**src/rtl/mips_dmem_responder.sv**
```systemverilog
// Data-side memory responder for the single-cycle MIPS core: word RAM plus timer/status/tohost I/O page (optional WRCOUNT via DMEM_WRCOUNT_EN).
// Latency: reads are combinational in the same cycle; writes and status updates commit on the next rising edge.
// Backpressure: none, every access completes in its cycle; illegal accesses read 0, drop the write and raise a sticky STATUS flag.
module mips_dmem_responder #(
    parameter int          RAM_WORDS = 64,
    parameter logic [31:0] IO_BASE   = 32'hFFFF_0000
) (
    input  logic        clk,
    input  logic        reset,
    input  logic        memwrite,
    input  logic [31:0] aluout,
    input  logic [31:0] writedata,
    output logic [31:0] readdata,
    output logic        irq,
    output logic        done,
    output logic [31:0] exitcode
);

    localparam int          AW        = $clog2(RAM_WORDS);
    localparam logic [31:0] RAM_BYTES = 32'(4 * RAM_WORDS);

    localparam logic [3:0] OFF_COUNT   = 4'd0;
    localparam logic [3:0] OFF_COMPARE = 4'd1;
    localparam logic [3:0] OFF_STATUS  = 4'd2;
    localparam logic [3:0] OFF_TOHOST  = 4'd3;
`ifdef DMEM_WRCOUNT_EN
    localparam logic [3:0] OFF_WRCOUNT = 4'd4;
`endif

    logic [31:0]   ram [RAM_WORDS];
    logic [31:0]   count;
    logic [31:0]   compare;
    logic [2:0]    status;
    logic [2:0]    status_nxt;
    logic [2:0]    status_clr;
    logic [31:0]   io_rdata;

    logic          misaligned;
    logic          ram_hit;
    logic          io_hit;
    logic          unmapped;
    logic          match;
    logic          io_wr;
    logic          ram_we;
    logic [3:0]    io_off;
    logic [AW-1:0] ram_idx;

    assign misaligned = (aluout[1:0] != 2'b00);
    assign ram_hit    = (aluout < RAM_BYTES);
    assign io_hit     = (aluout[31:6] == IO_BASE[31:6]);
    assign unmapped   = !ram_hit && !io_hit;
    assign io_off     = aluout[5:2];
    assign ram_idx    = aluout[AW+1:2];
    assign match      = (count == compare);

    // A write arriving while reset is asserted is dropped, including RAM.
    assign ram_we = memwrite && ram_hit && !misaligned && !reset;
    assign io_wr  = memwrite && io_hit && !ram_hit && !misaligned;

    always_ff @(posedge clk) begin
        if (ram_we) begin
            ram[ram_idx] <= writedata;
        end
    end

    // Sticky flags: a set in the same cycle as a W1C clear wins.
    always_comb begin
        status_clr = '0;
        if (io_wr && io_off == OFF_STATUS) begin
            status_clr = writedata[2:0];
        end
        status_nxt[0] = (status[0] & ~status_clr[0]) | match;
        status_nxt[1] = (status[1] & ~status_clr[1]) | misaligned;
        status_nxt[2] = (status[2] & ~status_clr[2]) | unmapped;
    end

    always_ff @(posedge clk) begin
        if (reset) begin
            count    <= '0;
            compare  <= 32'hFFFF_FFFF;
            status   <= '0;
            done     <= 1'b0;
            exitcode <= '0;
        end else begin
            count  <= count + 32'd1;
            status <= status_nxt;
            if (io_wr && io_off == OFF_COMPARE) begin
                compare <= writedata;
            end
            if (io_wr && io_off == OFF_TOHOST && !done) begin
                done     <= 1'b1;
                exitcode <= writedata;
            end
        end
    end

`ifdef DMEM_WRCOUNT_EN
    logic [31:0] wrcount;

    always_ff @(posedge clk) begin
        if (reset) begin
            wrcount <= '0;
        end else if (io_wr && io_off == OFF_WRCOUNT) begin
            wrcount <= '0;
        end else if (ram_we && wrcount != 32'hFFFF_FFFF) begin
            wrcount <= wrcount + 32'd1;
        end
    end
`endif

    always_comb begin
        io_rdata = '0;
        case (io_off)
            OFF_COUNT:   io_rdata = count;
            OFF_COMPARE: io_rdata = compare;
            OFF_STATUS:  io_rdata = {29'd0, status};
`ifdef DMEM_WRCOUNT_EN
            OFF_WRCOUNT: io_rdata = wrcount;
`endif
            default:     io_rdata = '0;
        endcase
    end

    always_comb begin
        readdata = '0;
        if (!misaligned) begin
            if (ram_hit) begin
                readdata = ram[ram_idx];
            end else if (io_hit) begin
                readdata = io_rdata;
            end
        end
    end

    assign irq = status[0];

endmodule
```
**config.mk**
```make
export PLATFORM = sky130hd
export DESIGN_NAME = mips_dmem_responder
export DESIGN_NICKNAME = d
export VERILOG_FILES = /design/src/rtl/mips_dmem_responder.sv
export SDC_FILE = /design/constraint.sdc
export NUM_CORES = 2
export LEC_CHECK = 0
export BUFFER_PORTS_ARGS = -buffer_cell sky130_fd_sc_hd__buf_2
export CAP_MARGIN = 20
export CORE_MARGIN = 2
export CORE_UTILIZATION = 35
export CTS_CLUSTER_SIZE = 14
export DETAILED_ROUTE_END_ITERATION = 6
export PLACE_DENSITY_LB_ADDON = 0.2
export SYNTH_ARGS = -nofsm -noshare
export SYNTH_HDL_FRONTEND = slang
export SYNTH_SLANG_ARGS = --single-unit
```
**constraint.sdc**
```tcl
create_clock -name clk -period 7.65 [get_ports clk]
set_clock_uncertainty 0.05 [all_clocks]
set_input_delay 0.765 -clock clk [delete_from_list [all_inputs] [get_ports clk]]
set_output_delay 0.765 -clock clk [all_outputs]
set_load 0.02 [all_outputs]
```
## Yosys cells after proc, flatten, opt, wreduce, memory -nomap -nowiden

Memories as Yosys holds them, arrays and structs flattened.
Index checks and enable logic that the tools add are counted.

| operators by class | value |
|---|---|
| add/subtract/negate cells | 1 |
| $mul | 0 |
| div/mod/pow operators | 0 |
| magnitude comparators | 1 |
| eq/ne operators | 5 |
| shift operators | 0 |
| multiplexer cells | 7 |
| bitwise gates (word level) | 9 |
| reduce and logical (&&, ||, !) cells | 18 |

Operator list:

| operator | number |
|---|---|
| 32-bit 2-to-1 mux | 3 |
| 32-bit one-hot mux with 3 select lines | 1 |
| 32-bit by 1-bit adder with 32-bit output (second input constant) | 1 |
| 32-bit == test | 1 |
| 32-bit by 9-bit less-than comparator with 1-bit output (second input constant) | 1 |
| 26-bit == test (second input constant) | 1 |
| 1-bit logical AND | 11 |
| 4-bit by 2-bit == test with 1-bit output (second input constant) | 2 |
| 1-bit zero test | 5 |
| 4-bit by 1-bit == test with 1-bit output (second input constant) | 1 |
| 4-bit zero test | 1 |
| 1-bit bitwise AND | 3 |
| 3-bit 2-to-1 mux | 1 |
| 1-bit NOT | 3 |
| 1-bit OR | 3 |
| 1-bit 2-to-1 mux | 2 |
| 2-bit nonzero test | 1 |

| word-level totals | value |
|---|---|
| flip-flop bits (word level) | 100 |
| bits in latches | 0 |
| memory bits (writable) | 2048 |
| bits in read-only memories | 0 |
| bits of input ports | 67 |
| output and inout port bits | 66 |
| logic and storage cells | 47 |
| memories kept | 1 |

Memories:

| name | depth | width | read ports | clocked after Yosys merged registers in | wr ports | line | text |
|---|---|---|---|---|---|---|---|
| ram | 64 | 32 | 1 | 0 | 1 | 30 | `logic [31:0] ram [RAM_WORDS];` |

## Depth between registers and ports, before layout

| logic depth | value |
|---|---|
| depth in word-level cells | 9 |
| depth in mapped cells | 11 |

## Worst setup path after synthesis

OpenSTA, ideal clock, no wires.

| timing path | value |
|---|---|
| path type | input to register |
| start | in aluout[4] |
| end | mem ram[12][0] (enable) |
| data arrival time | 3.588 ns |
| required time | 7.179 ns |
| setup slack | 3.591 ns |
| stages | 9 |
| path buffers | 7 |
| path through | buf_4 -> buf_6 -> buf_4 -> buf_2 -> buf_2 -> buf_2 -> buf_2 -> nand3_1 -> nor2_1 |

| between the ends | value |
|---|---|
| word-level cells in the longest chain between the ends | 6 |

Ends and longest elaborated chain:

| what | line | text |
|---|---|---|
| from (decl) | 11 | `input logic [31:0] aluout,` |
| 32-bit by 9-bit less-than comparator with 1-bit output | 49 | `assign ram_hit = (aluout < RAM_BYTES);` |
| 1-bit logical AND (3 in series) | 57 | `assign ram_we = memwrite && ram_hit && !misaligned && !reset;` |
| 1-bit 2-to-1 mux | 61 | `if (ram_we) begin` |
| 1-bit 2-to-1 mux (implied by the code) | 62 | `ram[ram_idx] <= writedata;` |
| to (decl) | 30 |  |

Parallel ways exist; a longest one is shown, timed or not.

## Final worst setup path

| timing path | value |
|---|---|
| start | in aluout[2] |
| end | out readdata[12] |

| between the ends | value |
|---|---|
| word-level cells in the longest chain between the ends | 5 |
| elaborated cells between the ends (all ways) | 9 |
| classes of those cells | order compare: 1; eq/ne: 2; mux: 4; reduce/logical: 1; memory: 1 |

Ends and longest elaborated chain:

| what | line | text |
|---|---|---|
| branches (longest 3 deep; another with 32-bit by 9-bit less-than comparator with 1-bit output) | n/a |  |
| 32-bit 2-to-1 mux (*) | 127 | `if (ram_hit) begin` |
| 32-bit 2-to-1 mux (*) | 126 | `if (!misaligned) begin` |
| to (decl) | 13 | `output logic [31:0] readdata,` |

Mark *: on every way between the ends.

==> results.yml <==
clocking:
  cts_buffers: 221
  cts_resized: 0
  ctsHoldBuffers: 0
  htree_levels: 4
  cts.path.max_buffers: 3
  cts.sinks: 2148
  clk_pin_slew_ns: 0.06
  post_cts_buffers: 0
  cts_tree: "built"
  ctsRootBufferMaster: "clkbuf_16"
  clk_latency_ns: 0.87
layout:
  fin_nets: 5087
  post_route_cells_drive_above_1_share_pct: 21.4
  final_cells: 8370
  fillers: 21500
  seqCellArea_sq_um: 63500
  syn_to_final_growth_pct: 14.6
  multiInputGateArea_sq_um: 19000
worst_setup_path:
  rr_startpoint: "count[1]"
  setup.worst_path.class: "in -> out"
  start_kind: "input port"
  cp.required_ns: 6.84
  crit_fanout: 96
  r2r-end: "count[26]"
  worstPathArrival_ns: 5.59
  cp-end-kind: "output port"
  r2r_cells: 7
  r2r_setup_slack_ns: 4.94
logic_synthesis:
  ys_types: 83
  synth-compound-area-share_pct: 8.19
  synth_top_family_by_area: "multiplexers"
  seq_area_frac_synth_pct: 75.7
  synth_flop_cell: "edfxtp_1"
  yosys.area_share.simple_pct: 3.63
  synth_seq_cells: 2148
  synthAdderAreaFrac_pct: 0.0149
  synthMuxAreaShare_pct: 9.50
  syn-num-nets: 4827
  synthArstFlopShare_pct: 0
  syn_area_sq_um: 83900
  syn_inst: 4759
  synth-edff-count: 2048
  syn_avg_cell_area_sq_um: 17.6
  synth_xor_area_share_pct: 0.616
  synth.yosys.warnings: 0
power_and_ir_drop:
  powerDensity_nw_per_um2: 256
  vdd_drop_max_v: 0.000230
  p_leak_nw: 30.7
global_route:
  antenna_found_initial: 30
  grt-ovfl-total: 0
  grt_max_degree: 108
  grt_pass1_wl_mm: 405
  grt_pass1_vias: 46700
  grt_use_total_pct: 24.0
routing:
  drc: 25
  drtIter0Drc: 7414
  routedWlPerCell_microns: 35.6
  drtPass1Iterations: 7
  viasPerCell: 5.87
  vias: 49200
  drt_wl_total_mm: 298
  postRouteAntennaNets: 0
sta:
  worstMarginPinSlew_ns: 1.47
  max_freq_ghz: 0.156
  slew_violations: 0
  finalHoldViolations: 0
  holdWs_ns: 0.135
  setup_tns_ns: 0
  worst_slack_ns: 1.25
  report.final.setup_viol: 0
  fin_crit_sh_pct: 83.7
  min_period_ns: 6.40
  rsz0062_at_grt: "no"
  relSlewSlack_pct: 2.16
placement:
  io_buffers: 132
  gp_congestion: 0.899
  placed_cells: 7959
  dp_hpwl_mm: 183
  place_ws_ns: 1.66
floorplanning:
  die_h_microns: 493
  die_w_microns: 493
  die_area_sq_um: 244000
  initial_utilization_pct: 35.2
  core_area_sq_um: 238000
  boundaryPins: 133
  rows: 179
job:
  cap_viol_max_count: 0
worst_hold_path:
  hold_path_class: "in -> reg"
  worstHoldStart: "writedata[8]"
  hold_path_depth: 1
  min_to: "ram[16][8]"
run_status:
  violations: "DRC"
  outcome: "finished, violations left"
## Yosys cell counts, types with 16 or more instances
cell type	count	share of area, %
a211oi_1	33	0.30
a21oi_1	94	0.56
a221oi_1	42	0.44
a222oi_1	17	0.20
a22oi_1	69	0.62
a2bb2oi_1	50	0.52
buf_1	16	0.072
buf_2	124	0.74
buf_4	59	0.53
buf_6	24	0.32
clkbuf_1	99	0.44
dfxtp_1	100	2.4
edfxtp_1	2048	73
mux2_2	215	2.9
mux2i_1	207	2.5
mux4_1	20	0.63
mux4_2	131	3.5
nand2_1	194	0.87
nand3_1	24	0.14
nand3b_1	36	0.32
nand4_1	26	0.19
nor2_1	299	1.3
nor3_1	17	0.10
o21ai_0	81	0.48
o221ai_1	131	1.4
o22ai_1	310	2.3
o32ai_1	17	0.18
xnor2_1	42	0.44
xor2_1	17	0.18
## area by class of cell
| type | instances | share of cell area [%] |
|---|---|---|
| Clock inverter | 109 | 0.931 |
| Clock buffer | 292 | 6.12 |
| Sequential cell | 2148 | 66.1 |
| Inverter | 13 | 0.0586 |
| Tap cell | 3167 | 4.12 |
| Multi-Input combinational cell | 2267 | 19.8 |
| Antenna cell | 6 | 0.0156 |
| Timing Repair Buffer | 368 | 2.95 |
## how the worst max path moves through the flow
stage / from / to / slack, ns / cells after the start
2_1_floorplan: aluout[4] / ram[12][0] / 3.59 / 9
3_3_place_gp: aluout[4] / readdata[30] / 1.61 / 9
3_5_place_dp: aluout[4] / readdata[12] / 1.66 / 8
4_1_cts: aluout[4] / readdata[12] / 1.64 / 8
5_1_grt: aluout[4] / readdata[12] / 1.58 / 8
6_report: aluout[2] / readdata[12] / 1.25 / 9
## kinds of logic (layout without fill, tap and decap cells)
kind of cell | count (synthesis) | in the layout
AO/OA/AOI/OAI | 960 | 960
XOR/XNOR | 59 | 59
adder cells (fa/ha/maj) | 1 | 1
buffers and inverters | 344 | 782
flip-flops | 2148 | 2148
multiplexers | 573 | 573
other | 0 | 6
AND/OR/NAND/NOR | 674 | 674
## state kept, by name (all words and copies together), names as in the netlist
register and cells:
status 3, compare 32, done 1, exitcode 32, count 32, ram 2048
## through the flow
| step | util, % | instance area (sq um) | power [mW] |
|---|---|---|---|
| after floorplan | - | 83900 | 13.7 |
| after global placement | 37.4 | 89100 | 14.5 |
| after detailed placement | 37.5 | 89300 | 14.5 |
| after CTS | 40.4 | 96100 | 24.7 |
| after global routing | 40.4 | 96100 | 25.2 |
| final | 40.4 | 96100 | 24.6 |
## report_power, final
part,total [mW],internal (mW),switching [mW]
Clock,10.3,5.72,4.58
Combinational,1.40,0.358,1.04
Sequential,12.9,12.9,0.00390
## worst max-delay path, stage by stage
cell      delay, ns
buf_8          0.17
buf_12         0.32
nand2_2        0.65
buf_4          0.41
o22ai_1        0.15
a221oi_1       1.20
o221ai_1       0.70
o32ai_1        0.64
buf_2          0.26
## routing by layer
layer,global-route usage (%),vias to the layer above,wire [microns]
met4,10.3,10,13900
met5,0,-,61
met2,36.4,2561,134000
met3,4.40,430,25700
li1,-,20000,-
met1,33.8,26200,125000
## placed cells by master, fill, tap and decap left out, drive strengths merged, types with 36 or more instances in the layout
cell type,instances
a21oi,94
a221oi,42
a22oi,69
a2bb2oi,50
buf,366
clkbuf,294
clkinv,90
dfxtp,100
edfxtp,2048
mux2,215
mux2i,207
mux4,151
nand2,197
nand3b,36
nor2,299
o21ai,81
o221ai,131
o22ai,310
xnor2,42
No activity file was read; power rests on OpenSTA's default activity.
